File: src/rtl/bcd_pkg.sv
// Shared constants and helpers for the N-digit BCD counter.
package bcd_pkg;

    localparam int DIGIT_W = 4;
    localparam logic [DIGIT_W-1:0] DIGIT_MAX = 4'd9;

    // Width needed to hold 10**digits - 1 in binary.
    function automatic int bin_width(input int digits);
        longint p;
        int w;
        p = 1;
        w = 0;
        for (int i = 0; i < digits; i++) begin
            p = p * 10;
        end
        while ((longint'(1) << w) < p) begin
            w++;
        end
        return w;
    endfunction

    // Convert up to eight packed BCD digits into a binary value.
    function automatic logic [31:0] bcd_to_bin(input logic [31:0] bcd, input int digits);
        logic [31:0] acc;
        acc = '0;
        for (int i = 7; i >= 0; i--) begin
            if (i < digits) begin
                acc = acc * 32'd10 + {28'd0, bcd[i*4 +: 4]};
            end
        end
        return acc;
    endfunction

endpackage

File: src/rtl/bcd_counter_n_digit.sv
// One decimal digit of the counter: loadable, wraps 9->0 up and 0->9 down.
module bcd_digit
    import bcd_pkg::*;
(
    input  logic                 clk,
    input  logic                 reset,
    input  logic                 en,
    input  logic                 up,
    input  logic                 load,
    input  logic [DIGIT_W-1:0]   ld_val,
    output logic [DIGIT_W-1:0]   q,
    output logic                 tc_up,
    output logic                 tc_dn,
    output logic                 err
);

    logic [DIGIT_W-1:0] q_d;
    logic [DIGIT_W-1:0] q_q;

    // Next digit value: load wins over stepping; invalid presets become 0.
    always_comb begin
        q_d = q_q;
        if (load) begin
            q_d = (ld_val > DIGIT_MAX) ? '0 : ld_val;
        end else if (en) begin
            if (up) begin
                q_d = (q_q == DIGIT_MAX) ? '0 : q_q + 4'd1;
            end else begin
                q_d = (q_q == '0) ? DIGIT_MAX : q_q - 4'd1;
            end
        end
    end

    // Digit register with synchronous clear.
    always_ff @(posedge clk) begin
        if (reset) begin
            q_q <= '0;
        end else begin
            q_q <= q_d;
        end
    end

    assign q     = q_q;
    assign tc_up = (q_q == DIGIT_MAX);
    assign tc_dn = (q_q == '0);
    assign err   = load & (ld_val > DIGIT_MAX);

endmodule

File: src/rtl/bcd_counter_n.sv
// N-digit BCD up/down counter with parallel load and cascade carry.
module bcd_counter_n
    import bcd_pkg::*;
#(
    parameter int DIGITS = 2,
    parameter int BIN_W  = bin_width(DIGITS)
)(
    input  logic                     clk,
    input  logic                     reset,
    input  logic                     x,
    input  logic                     up,
    input  logic                     load,
    input  logic [4*DIGITS-1:0]      load_val,
    output logic [4*DIGITS-1:0]      bcd_out,
    output logic [BIN_W-1:0]         bin_out,
    output logic                     carry_out,
    output logic                     load_err
);

    logic [DIGITS-1:0]   en;
    logic [DIGITS-1:0]   tc_up;
    logic [DIGITS-1:0]   tc_dn;
    logic [DIGITS-1:0]   dig_err;
    logic [4*DIGITS-1:0] count;
    logic                load_err_d;
    logic                load_err_q;

    // Ripple enable: a digit steps only when every lower digit is at its terminal value.
    always_comb begin
        en    = '0;
        en[0] = x;
        for (int i = 1; i < DIGITS; i++) begin
            en[i] = en[i-1] & (up ? tc_up[i-1] : tc_dn[i-1]);
        end
    end

    for (genvar g = 0; g < DIGITS; g++) begin : g_digit
        bcd_digit u_digit (
            .clk    (clk),
            .reset  (reset),
            .en     (en[g]),
            .up     (up),
            .load   (load),
            .ld_val (load_val[g*4 +: 4]),
            .q      (count[g*4 +: 4]),
            .tc_up  (tc_up[g]),
            .tc_dn  (tc_dn[g]),
            .err    (dig_err[g])
        );
    end

    // Flag a load that carried any out-of-range nibble.
    always_comb begin
        load_err_d = load & (|dig_err);
    end

    // One-cycle registered load error flag.
    always_ff @(posedge clk) begin
        if (reset) begin
            load_err_q <= 1'b0;
        end else begin
            load_err_q <= load_err_d;
        end
    end

    assign bcd_out   = count;
    assign bin_out   = BIN_W'(bcd_to_bin(32'(count), DIGITS));
    assign carry_out = x & ~load & (up ? (&tc_up) : (&tc_dn));
    assign load_err  = load_err_q;

endmodule

File: config.mk
export PLATFORM = sky130hd
export DESIGN_NAME = bcd_counter_n
export DESIGN_NICKNAME = d
export VERILOG_FILES = /design/src/rtl/bcd_pkg.sv /design/src/rtl/bcd_counter_n_digit.sv /design/src/rtl/bcd_counter_n.sv
export SDC_FILE = /design/constraint.sdc
export NUM_CORES = 1
export LEC_CHECK = 0
export ABC_AREA = 1
export CORE_ASPECT_RATIO = 0.8
export CORE_UTILIZATION = 33
export DETAILED_ROUTE_END_ITERATION = 7
export GPL_TIMING_DRIVEN = 0
export PLACE_DENSITY = 0.68
export RECOVER_POWER = 100
export SYNTH_ARGS = -nofsm -noshare
export SYNTH_HDL_FRONTEND = slang
export SYNTH_SLANG_ARGS = --single-unit
File: constraint.sdc
create_clock -name clk -period 4.58 [get_ports clk]
set_input_delay 0.458 -clock clk [delete_from_list [all_inputs] [get_ports clk]]
set_output_delay 0.458 -clock clk [all_outputs]
set_load 0.02 [all_outputs]
======== After elaboration in Yosys (flattened, before gate mapping) ========
Index checks and enable logic that the tools add are counted.
cells by class
  add/subtract/negate cells ............... 5
  $mul .................................... 1
  divide/modulo/power cells ............... 0
  magnitude comparators ................... 2
  eq/ne operators ......................... 2
  shifts and indexed selects .............. 0
  multiplexer cells ....................... 14
  bitwise gates (word level) .............. 7
  reduce and logical (&&, ||, !) cells .... 7
operators by type and width
  cell                 number
  $mux 4               12
  $add 4x1->4 const B  2
  $eq 4x4->1 const B   2
  $gt 4x4->1 const B   2
  $logic_not 4->1      2
  $sub 4x1->4 const B  2
  $add 7x4->7          1
  $and 1x1->1          6
  $mul 4x3->6 const B  1
  $reduce_and 2->1     2
  $reduce_bool 2->1    2
  $mux 1               2
  $reduce_or 2->1      1
  $not 1->1            1
word-level totals
  bits in registers ....................... 9
  latch bits .............................. 0
  bits in writable memories ............... 0
  memory bits (read-only) ................. 0
  output and inout port bits .............. 17
  logic and storage cells ................. 41
  memories kept ........................... 0

======== Logic depth before layout (Yosys ltp) ========
  word-level depth ........................ 5
  mapped depth ............................ 9
  mapped depth without buffers ............ 9

======== By module ========
From an unflattened synthesis, not the netlist that was laid out.
unflattened totals
  cell total of the unflattened synthesis .. 178
  area, all modules ....................... 1034.7 sq um
by module, submodules not included
  module         times used  cells each  area each (sq um)  seq. area each (sq um)
  bcd_digit      2           63          345.3              80.1
  bcd_counter_n  1           52          344.1              20.0

======== Worst setup path before layout ========
No wires, ideal clock.
  kind .................................... register -> output
  start ................................... register g_digit[1].u_digit.q_q[1]
  end ..................................... output port bin_out[6]
  arrival time ............................ 2.081 ns
  data required time ...................... 4.122 ns
  path slack .............................. 2.041 ns
  stages on the path, launching flop included .. 6
  path buffers ............................ 0
  path through ............................ dfxtp_1 -> ha_1 -> ha_1 -> fa_1 -> nand3_1 -> xor2_1
on the way
  cells in the longest elaborated chain, start to end .. 2
ends and longest elaborated chain
  element                 RTL line                   text
  from (decl)             bcd_counter_n_digit.sv:18  logic [DIGIT_W-1:0] q_q;
  from (signal assigned)  bcd_counter_n_digit.sv:39  q_q <= q_d;
  $mul 4x3->6             bcd_pkg.sv:28              acc = acc * 32'd10 + {28'd0, bcd[i*4 +: 4]};
  $add 7x4->7             bcd_pkg.sv:28
  to (decl)               bcd_counter_n.sv:15        output logic [BIN_W-1:0] bin_out,
Every way passes these cells.

======== Worst setup path in the final report ========
Ends and elaborated chain as after synthesis.

==> summary.txt <==
Worst setup path
  • CP Class: reg -> out
  • Reg2reg start: g_digit[0].u_digit.q[3]
  • Levels on crit path: 6
  • Critical R2R Capture: g_digit[1].u_digit.q[1]
  • Worst r2r path cells: 9
  • Worst-path cell chain: ha_1 -> ha_1 -> fa_1 -> nand3_1 -> xor2_1 -> dlygate4sd3_1
  • Critical path's slowest cell: dlygate4sd3_1
  • Startpoint Class: register
  • Critical path's largest stage delay: 690 ps
  • Worst reg2reg setup slack: ~3200 ps
  • CP arrival: between 2000 and 3000 ps
  • Most used cell, CP: ha_1
  • CP Capture Type: primary output
  • Worst path required time: ~4100 ps
  • CP endpoint: bin_out[6]
  • Buf/Inv on CP: 1
  • CP startpoint: g_digit[1].u_digit.q[1]
  • CP top delay family: adder cells
  • Crit path max fanout: 11

STA
  • Final min period: 3244 ps
  • RSZ-0062 raised after global routing: false
  • Setup tns final: 0 ps
  • Pin slew with the least headroom to its limit: approximately 440 ps
  • WHS: between 600 and 700 ps
  • Slew headroom: 0.7093
  • Max Transition Viols Final: 0
  • Clock Skew: around 3.1 ps
  • F_max: 0.3083 GHz
  • Tcrit/Tclk final: 0.7082
  • Endpoints failing hold: 0
  • Finish-stage setup viols: 0

Logic synthesis
  • Distinct cell type count after synthesis: 28
  • Gate Count Post-Synth: ~160
  • YS warnings: 0
  • Synthesized Nets: between 150 and 200
  • Synthesized area: about 1000 um^2
  • Synth top area share: 0.1802
  • Yosys reg bits: 9
  • Syn_area_per_cell: just over 6 um^2
  • Area contributors post-synth: dfxtp_1, nand2_1, ha_1, nand3_1, nor2_1
  • Sequential element share of the synthesized area: 0.1802
  • Leading area contributor after synthesis: dfxtp_1

Cells and area
  • Area Growth Syn to Fin: 36.55%
  • Fill count: 309
  • Most frequent cells in the layout: nand2_1, nor2_1, dlygate4sd3_1
  • Diode count: 0
  • Layout cells sized above 1: 0.07179
  • Nets@finish: 218
  • Commonest non-fill, non-tap cell in the layout: nand2_1

Global route
  • Global-route wire length before repair: 4029 um
  • Vias in the first global route: approximately 940
  • Number of antenna violations at the first check in global routing: 0
  • GRT Resource Usage Total: 0.1595
  • Largest net degree at the start of global routing: 12
  • Global route overflow: 0

Power and ir drop
  • Pwr dens: ~250 nW/um^2
  • Leakage: between 0.7 and 0.8 nW
  • VDD IR max: about 0.18 mV

Clock tree
  • Clk Latency, worst-skew pair: between 200 and 250 ps
  • Root buffer cell: clkbuf_8
  • Cts bufs inserted: 3
  • Clk pin slew, worst setup/hold paths: approximately 40 ps
  • Resized Gates After CTS: 0
  • Clk buf depth: 2
  • H-tree depth: 1
  • CTS Sinks: 9
  • Postcts setup bufs: 0
  • Cts-stage hold buffer count: 0
  • CTS tree: done

Placed design
  • Placer Congestion: approximately 0.77
  • PortBufs: 28
  • Final HPWL DP: between 2000 and 2500 um

Die
  • Starting Density: 0.3561
  • Die Ht: between 50 and 60 um
  • Die area: 3255 um^2
  • Core ar.: around 2800 um^2
  • Io pins: 30
  • Die width: ~64 um
  • Site Rows: 17

Drt
  • Post-DR vias/cell: about 4.7
  • DR pass1 iterations: 5
  • DRT antenna net count: 0
  • Number of remaining DRC errors: 0
  • Wirelength per Cell: 10.27 um
  • Initial drt markers: 24
  • Routed via count: 1095
  • WL final: 2393 um

Hold path
  • Hold/Removal Path Class: reg -> reg

Flow run
  • Max-cap violations: 0

Outcome
  • Status: completed
layer usage:
| layer | GRT usage | routed length (um) | vias to the layer above |
|---|---|---|---|
| li1 | - | - | 590 |
| met1 | 0.1949 | 1114 | 463 |
| met2 | 0.2730 | 1088 | 37 |
| met3 | 0.03125 | 143 | 5 |
| met4 | 0.06818 | 46 | 0 |
| met5 | 0 | 0 | - |
through the flow:
step                      setup slack, ps  std cells  instance area (um^2)  utilization  power, mW
after floorplan                      2041        163                 999.7            -     0.2026
after global placement               1689        229                  1328       0.4728     0.2611
after detailed placement             1594        229                  1328       0.4728     0.2652
after CTS                            1338        233                  1373       0.4889     0.3607
after global routing                 1197        233                  1365       0.4862     0.3736
final                                1336        233                  1365       0.4862     0.3459
tightest hold or removal path: stages (launching register included):
cell and delay [ps]:
dfxtp_1 390, nor2_1 130, nor2_1 50
cell usage after synthesis, drive strengths merged:
master	instances
a21oi	10
a31oi	2
buf	2
clkbuf	1
clkinv	1
dfxtp	9
fa	2
ha	7
inv	20
nand2	48
nand3	17
nand4	2
nor2	21
nor3	2
o211ai	1
o21ai	10
o21bai	1
o22ai	1
xnor2	2
xor2	4
flip-flops by register name (all words and copies together) (netlist names):
| register | flops |
|---|---|
| load_err | 1 |
| g_digit.u_digit.q | 8 |
worst min-delay path by stage:
stage | end | startpoint | depth (start not counted)
after floorplan | g_digit[0].u_digit.q[0] | reset | 1
final | g_digit[1].u_digit.q[2] | g_digit[1].u_digit.q[2] | 2
after global routing | g_digit[1].u_digit.q[2] | g_digit[1].u_digit.q[2] | 2
after CTS | g_digit[1].u_digit.q[2] | g_digit[1].u_digit.q[2] | 2
after global placement | g_digit[1].u_digit.q[2] | g_digit[1].u_digit.q[2] | 2
after detailed placement | g_digit[1].u_digit.q[2] | g_digit[1].u_digit.q[2] | 2
layout make-up:
| type | count | area, um^2 | share of cell area |
|---|---|---|---|
| Timing Repair Buffer | 28 | 280.3 | 0.2053 |
| Multi-Input combinational cell | 130 | 715.7 | 0.5243 |
| Inverter | 21 | 78.83 | 0.05775 |
| Sequential cell | 9 | 180.2 | 0.1320 |
| Clock buffer | 4 | 45.04 | 0.03300 |
| Buffer | 3 | 17.52 | 0.01283 |
| Tap cell | 38 | 47.55 | 0.03483 |
power by group:
part	switching, mW	internal, mW
sequential	0.0162	0.0852
clock	0.0316	0.0607
combinational	0.0851	0.0671
logic make-up after synthesis:
kind of cell	count (synthesis)	synth area share
simple gates	90	0.4018
compound gates	25	0.1414
buf+inv	24	0.09636
fa+ha+maj	9	0.1277
flops	9	0.1802
xor+xnor	6	0.05257
Power figures use the tool's default switching activity.
